**src/rtl/pipeline_register_if.sv**
```systemverilog
// Bus bundle for pipeline_register: select, write enable, write data, read data.
interface pipeline_register_if #(
  parameter int WIDTH = 32
);
  logic             sel;
  logic             wr;
  logic [WIDTH-1:0] wdata;
  logic [WIDTH-1:0] rdata;

  // Requester side: drives select/write, observes read data.
  modport master (
    output sel,
    output wr,
    output wdata,
    input  rdata
  );

  // Register side: observes select/write, drives read data.
  modport slave (
    input  sel,
    input  wr,
    input  wdata,
    output rdata
  );
endinterface

```
**src/rtl/pipeline_register.sv**
```systemverilog
// Parameterised holding/pipeline register. Writes enter stage 0 and shift one
// stage per enabled edge; the last stage is visible on rdata while selected.
module pipeline_register #(
  parameter int               WIDTH     = 32,
  parameter int               STAGES    = 1,
  parameter logic [WIDTH-1:0] RESET_VAL = '0
) (
  input logic                clk,
  input logic                reset,
  pipeline_register_if.slave bus
);

  generate
    if (STAGES < 1 || STAGES > 16) begin : g_bad_stages
      $error("pipeline_register: STAGES must be in 1..16");
    end
  endgenerate

  logic [WIDTH-1:0] stage_q [STAGES];
  logic [WIDTH-1:0] stage_d [STAGES];
  logic             en;

  assign en = bus.sel & bus.wr;

  // Next-state: capture into stage 0 and shift the rest when enabled, else hold.
  always_comb begin
    stage_d = stage_q;
    if (en) begin
      stage_d[0] = bus.wdata;
      for (int i = 1; i < STAGES; i++) begin
        stage_d[i] = stage_q[i-1];
      end
    end
  end

  // Stage registers; reset forces every stage to RESET_VAL without a clock.
  always_ff @(posedge clk or negedge reset) begin
    if (!reset) begin
      for (int i = 0; i < STAGES; i++) begin
        stage_q[i] <= RESET_VAL;
      end
    end else begin
      stage_q <= stage_d;
    end
  end

  // Read port: last stage when selected, zero otherwise; never touches state.
  always_comb begin
    bus.rdata = '0;
    if (bus.sel) begin
      bus.rdata = stage_q[STAGES-1];
    end
  end

endmodule

```
**src/flat_wrapper.sv**
```systemverilog
// flat-port wrapper written by rule: the top's interface ports become plain ports
module pipeline_register_flat 
#(
  parameter int               WIDTH     = 32,
  parameter int               STAGES    = 1,
  parameter logic [WIDTH-1:0] RESET_VAL = '0
)
  (clk, reset, bus_sel, bus_wr, bus_wdata, bus_rdata);
  pipeline_register_if #(.WIDTH(WIDTH)) bus_i ();
  input logic clk;
  input logic reset;
  input wire logic [$bits(bus_i.sel)-1:0] bus_sel;
  input wire logic [$bits(bus_i.wr)-1:0] bus_wr;
  input wire logic [$bits(bus_i.wdata)-1:0] bus_wdata;
  output wire logic [$bits(bus_i.rdata)-1:0] bus_rdata;
  assign bus_i.sel = bus_sel;
  assign bus_i.wr = bus_wr;
  assign bus_i.wdata = bus_wdata;
  assign bus_rdata = bus_i.rdata;
  pipeline_register #(.WIDTH(WIDTH), .STAGES(STAGES), .RESET_VAL(RESET_VAL)) u_core (.clk(clk), .reset(reset), .bus(bus_i));
endmodule
```
**config.mk**
```make
export PLATFORM = sky130hd
export DESIGN_NAME = pipeline_register_flat
export DESIGN_NICKNAME = d
export VERILOG_FILES = /design/src/rtl/pipeline_register_if.sv /design/src/rtl/pipeline_register.sv /design/src/flat_wrapper.sv
export SDC_FILE = /design/constraint.sdc
export NUM_CORES = 1
export LEC_CHECK = 0
export BUFFER_PORTS_ARGS = -buffer_cell sky130_fd_sc_hd__clkbuf_2
export CORE_ASPECT_RATIO = 2
export CORE_MARGIN = 2
export CORE_UTILIZATION = 41
export CTS_CLUSTER_SIZE = 14
export DETAILED_ROUTE_END_ITERATION = 16
export MAX_ROUTING_LAYER = met4
export PLACE_DENSITY = 0.77
export SYNTH_ARGS = -nofsm -noshare
export SYNTH_HDL_FRONTEND = slang
export SYNTH_SLANG_ARGS = --single-unit
```
**constraint.sdc**
```tcl
create_clock -name clk -period 0.8 [get_ports clk]
set_input_delay 0.12 -clock clk [delete_from_list [all_inputs] [get_ports clk]]
set_output_delay 0.12 -clock clk [all_outputs]
set_load 0.02 [all_outputs]
```
* Yosys cells after proc, flatten, opt, wreduce, memory -nomap -nowiden
Index checks and enable logic that the tools add are counted.
Storage, ports and cells: word-level logic and storage cells 3, flip-flop bits (word level) 32, bits of input ports 36
Cells by class: mux-type cells 1, bitwise logic cells 1
Operator list (number):
- 32-bit 2-to-1 mux | 1
- 1-bit bitwise AND | 1

* Longest topological paths before layout
depth in word-level cells 1, depth in mapped cells 3

* Least setup slack after synthesis
No wires, ideal clock.
path type input-to-reg, start input bus_wr, end register u_core.stage_q[0] in the netlist's numbering, stages on the path 3, buffers on the path 1, library setup time 0.125 ns, setup slack -0.027 ns, data arrival time 0.702 ns, path through nand2_2 -> buf_6 -> mux2_4
Between the ends: longest elaborated chain between the ends 1
Ends and longest elaborated chain:
- start: declaration | line flat_wrapper.sv:13 | input wire logic [$bits(bus_i.wr)-1:0] bus_wr;
- 1-bit bitwise AND | line pipeline_register.sv:23 | assign en = bus.sel & bus.wr;
- end signal: assignment | line pipeline_register.sv:43 | stage_q <= stage_d;
- end: declaration | line pipeline_register.sv:19 | logic [WIDTH-1:0] stage_q [STAGES];
Every way passes these cells. A chain may end at the register's enable or synchronous reset.

* Final worst setup path
start register u_core.stage_q[21] in the netlist's numbering, end output bus_rdata[21]
Between the ends: longest elaborated chain between the ends 1
Ends and longest elaborated chain:
- 32-bit 2-to-1 mux | line pipeline_register.sv:50 | if (bus.sel) begin
- end: declaration | line flat_wrapper.sv:15 | output wire logic [$bits(bus_i.rdata)-1:0] bus_rdata;
Every way passes these cells.

==> flow_metrics.tcl <==
set metrics [dict create \
    slew_violations 0 \
    cts_tree "yes" \
    die_width_um 47.13 \
    top_regs "u_core.stage_q x32" \
    end_kind "primary output" \
    syn-num-nets 139 \
    vdd_drop_max_mv 1.223 \
    finalCriticalPeriod_ps 1107 \
    start_util 0.4228 \
    leakage_nw 1.411 \
    async_flop_share 1.000 \
    fin_nets 235 \
    drtIter0Drc 5 \
    setup_viol 53 \
    io_pins 68 \
    via_per_inst 4.562 \
    pwr-share-seq 0.369 \
    clk_pin_slew_ps 70 \
    ys_dominant_reg_cell "dfrtp_1" \
    final_layout_size_suffix_gt1_frac 0.8350 \
    htreeDepth 2 \
    clock_sinks 32 \
    clock_latency_ps 270 \
    grt_usage 0.2040 \
    fin_skew_ps 0 \
    drt.antenna.violating_nets 0 \
    grt_pass1_wl_mm 6.078 \
    die_height_um 90.26 \
    tightest_slew_ps 201.0 \
    wire_per_inst_um 15.99 \
    synth_edf_count 0 \
    synthTopCellsByArea "dfrtp_1 (53%), mux2_4 (30%), and2_1 (13%)" \
    status "finished, violations left" \
    final_cell_area_sq_um 2701 \
    post-route-drc-count 0 \
    power_switching_mw 1.432 \
    internal_power_mw 4.069 \
    placed_area_sq_um 1977 \
    synth_common_cells "and2_1 (32), dfrtp_1 (32), mux2_4 (30)" \
    rows 31 \
    numCtsBuffers 5 \
    cts-root-buf "clkbuf_8" \
    dr.pass1.iters 4 \
    yosys.area.top_type_share 0.5250 \
    regArea_sq_um 800.8 \
    cp.arrival_ps 990 \
    r2r_setup_slack_ps -100 \
    violations "negative setup slack" \
    path_class "register to primary output" \
    syn_area_per_cell_sq_um 14.81 \
    dpl_worst_slack_ps -174.8 \
    wl_mm 3.982 \
    yosysWarnings 0 \
    die_area_sq_um 4253 \
    io_buffers 67 \
    post-route-util 0.7489 \
    place.gp.congestion 0.7119 \
    core_area_sq_um 3607 \
    multiInputGateArea_sq_um 768.2 \
    slew_headroom 0.8660 \
    yosysSeqAreaShare 0.5250 \
    comb_power_share 0.352 \
    vias 1136 \
    swShare 0.2604 \
    max_freq_mhz 903.1 \
    synth_cell_types 7 \
    grt_pass1_vias 1296 \
    ctsLongestPathBuffers 2 \
    whs_ps 67.62 \
    crit_path_max_fanout 2 \
    maxCapViolCount 0 \
    grt_overflow 0 \
    syn_inst 103 \
    period_share 1.384 \
    nFillCells 238 \
    clkPwrFrac 0.279 \
    areaGrowthSynthToFinish_pct 77.11 \
    worst_slack_ps -307.3 \
    power.density_nw_per_um2 2036 \
    hold_violations 0 \
    dp_hpwl_mm 2.343 \
    worstPathRequired_ps 680 \
    diodes 0 \
    start_kind "register" \
    grt_max_degree 33 \
    largest_register_ffs 32 \
    top_register "u_core.stage_q" \
    synth-seq-cells 32 \
    grt_setup_unrepaired "true" \
    netlist_area_sq_um 1525 \
    yosys.area.top_type "dfrtp_1" \
    antenna_found_initial 0 \
    holdCritPathClass "input port to register" \
]
==> final timing paths <==
check	depth (start not counted)	end	startpoint
worst max-delay path	2	bus_rdata[21]	u_core.stage_q[21]$_DFFE_PN0P_
worst min-delay path	2	u_core.stage_q[3]$_DFFE_PN0P_	bus_wdata[3]
worst max register to register	2	u_core.stage_q[18]$_DFFE_PN0P_	u_core.stage_q[18]$_DFFE_PN0P_
worst min register to register	1	u_core.stage_q[26]$_DFFE_PN0P_	u_core.stage_q[26]$_DFFE_PN0P_
max in group asynchronous	3	u_core.stage_q[0]$_DFFE_PN0P_	reset
min in group asynchronous	3	u_core.stage_q[2]$_DFFE_PN0P_	reset
==> critical path, stage by stage (launching register included) <==
cell and delay, ps:
dfrtp_1 410, and2_4 180, buf_8 120
==> cells in the final DEF (no fill, tap or decap) <==
cell and count:
buf_6 15, buf_8 30, buf_12 4, buf_4 10
clkinvlp_4 1, and2_4 32, mux2_4 31, bufinv_16 1
clkbuf_8 5, mux2_2 1, dlygate4sd3_1 1, nand2_4 1
clkinv_2 1, dfrtp_1 32, clkbuf_2 35
==> cell families after synthesis <==
| logic type | count (synthesis) | share of synthesized area |
|---|---|---|
| buf+inv | 6 | 0.02953 |
| flops | 32 | 0.5250 |
| mux | 32 | 0.3101 |
| simple gates | 33 | 0.1354 |
==> layout make-up <==
cell class | count | share of cell area
Clock inverter | 3 | 0.01575
Tap cell | 49 | 0.02270
Timing Repair Buffer | 95 | 0.3553
Clock buffer | 5 | 0.02547
Sequential cell | 32 | 0.2964
Multi-Input combinational cell | 65 | 0.2844
==> layer usage <==
layer	GRT usage	share of wire	vias to the layer above
met5	-	0	-
met1	0.2273	0.34	554
met3	0.04400	0.057	6
met2	0.3356	0.59	48
li1	-	-	528
met4	0.08102	0.017	0
==> power groups by stage <==
| stage | registers (mW) | clock network, mW | logic [mW] |
|---|---|---|---|
| final | 2.03 | 1.54 | 1.94 |
| after CTS | 1.99 | 1.57 | 1.62 |
| after detailed placement | 2.01 | 0 | 1.12 |
| after global placement | 2.00 | 0 | 1.09 |
| after floorplan | 1.96 | 0 | 0.769 |
| after global routing | 2.05 | 1.66 | 2.04 |
==> stage by stage <==
step                      setup TNS (ps)  power [mW]  cells
after floorplan                        0       2.731    103
after global placement             -5769       3.090    219
after detailed placement           -7212       3.135    219
after CTS                         -10030       5.181    243
after global routing              -11420       5.746    249
final                             -10110       5.501    249
==> timing repair <==
action                                  CTS  global route
pin swaps                                18             0
gates cloned                              0             0
resized for setup                        79            63
hold endpoints to repair                 32             0
endpoints found under the setup margin   32            47
hold buffers                              1             0
setup buffers                            15            13
Note: power is estimated with default switching activity, not from simulation.
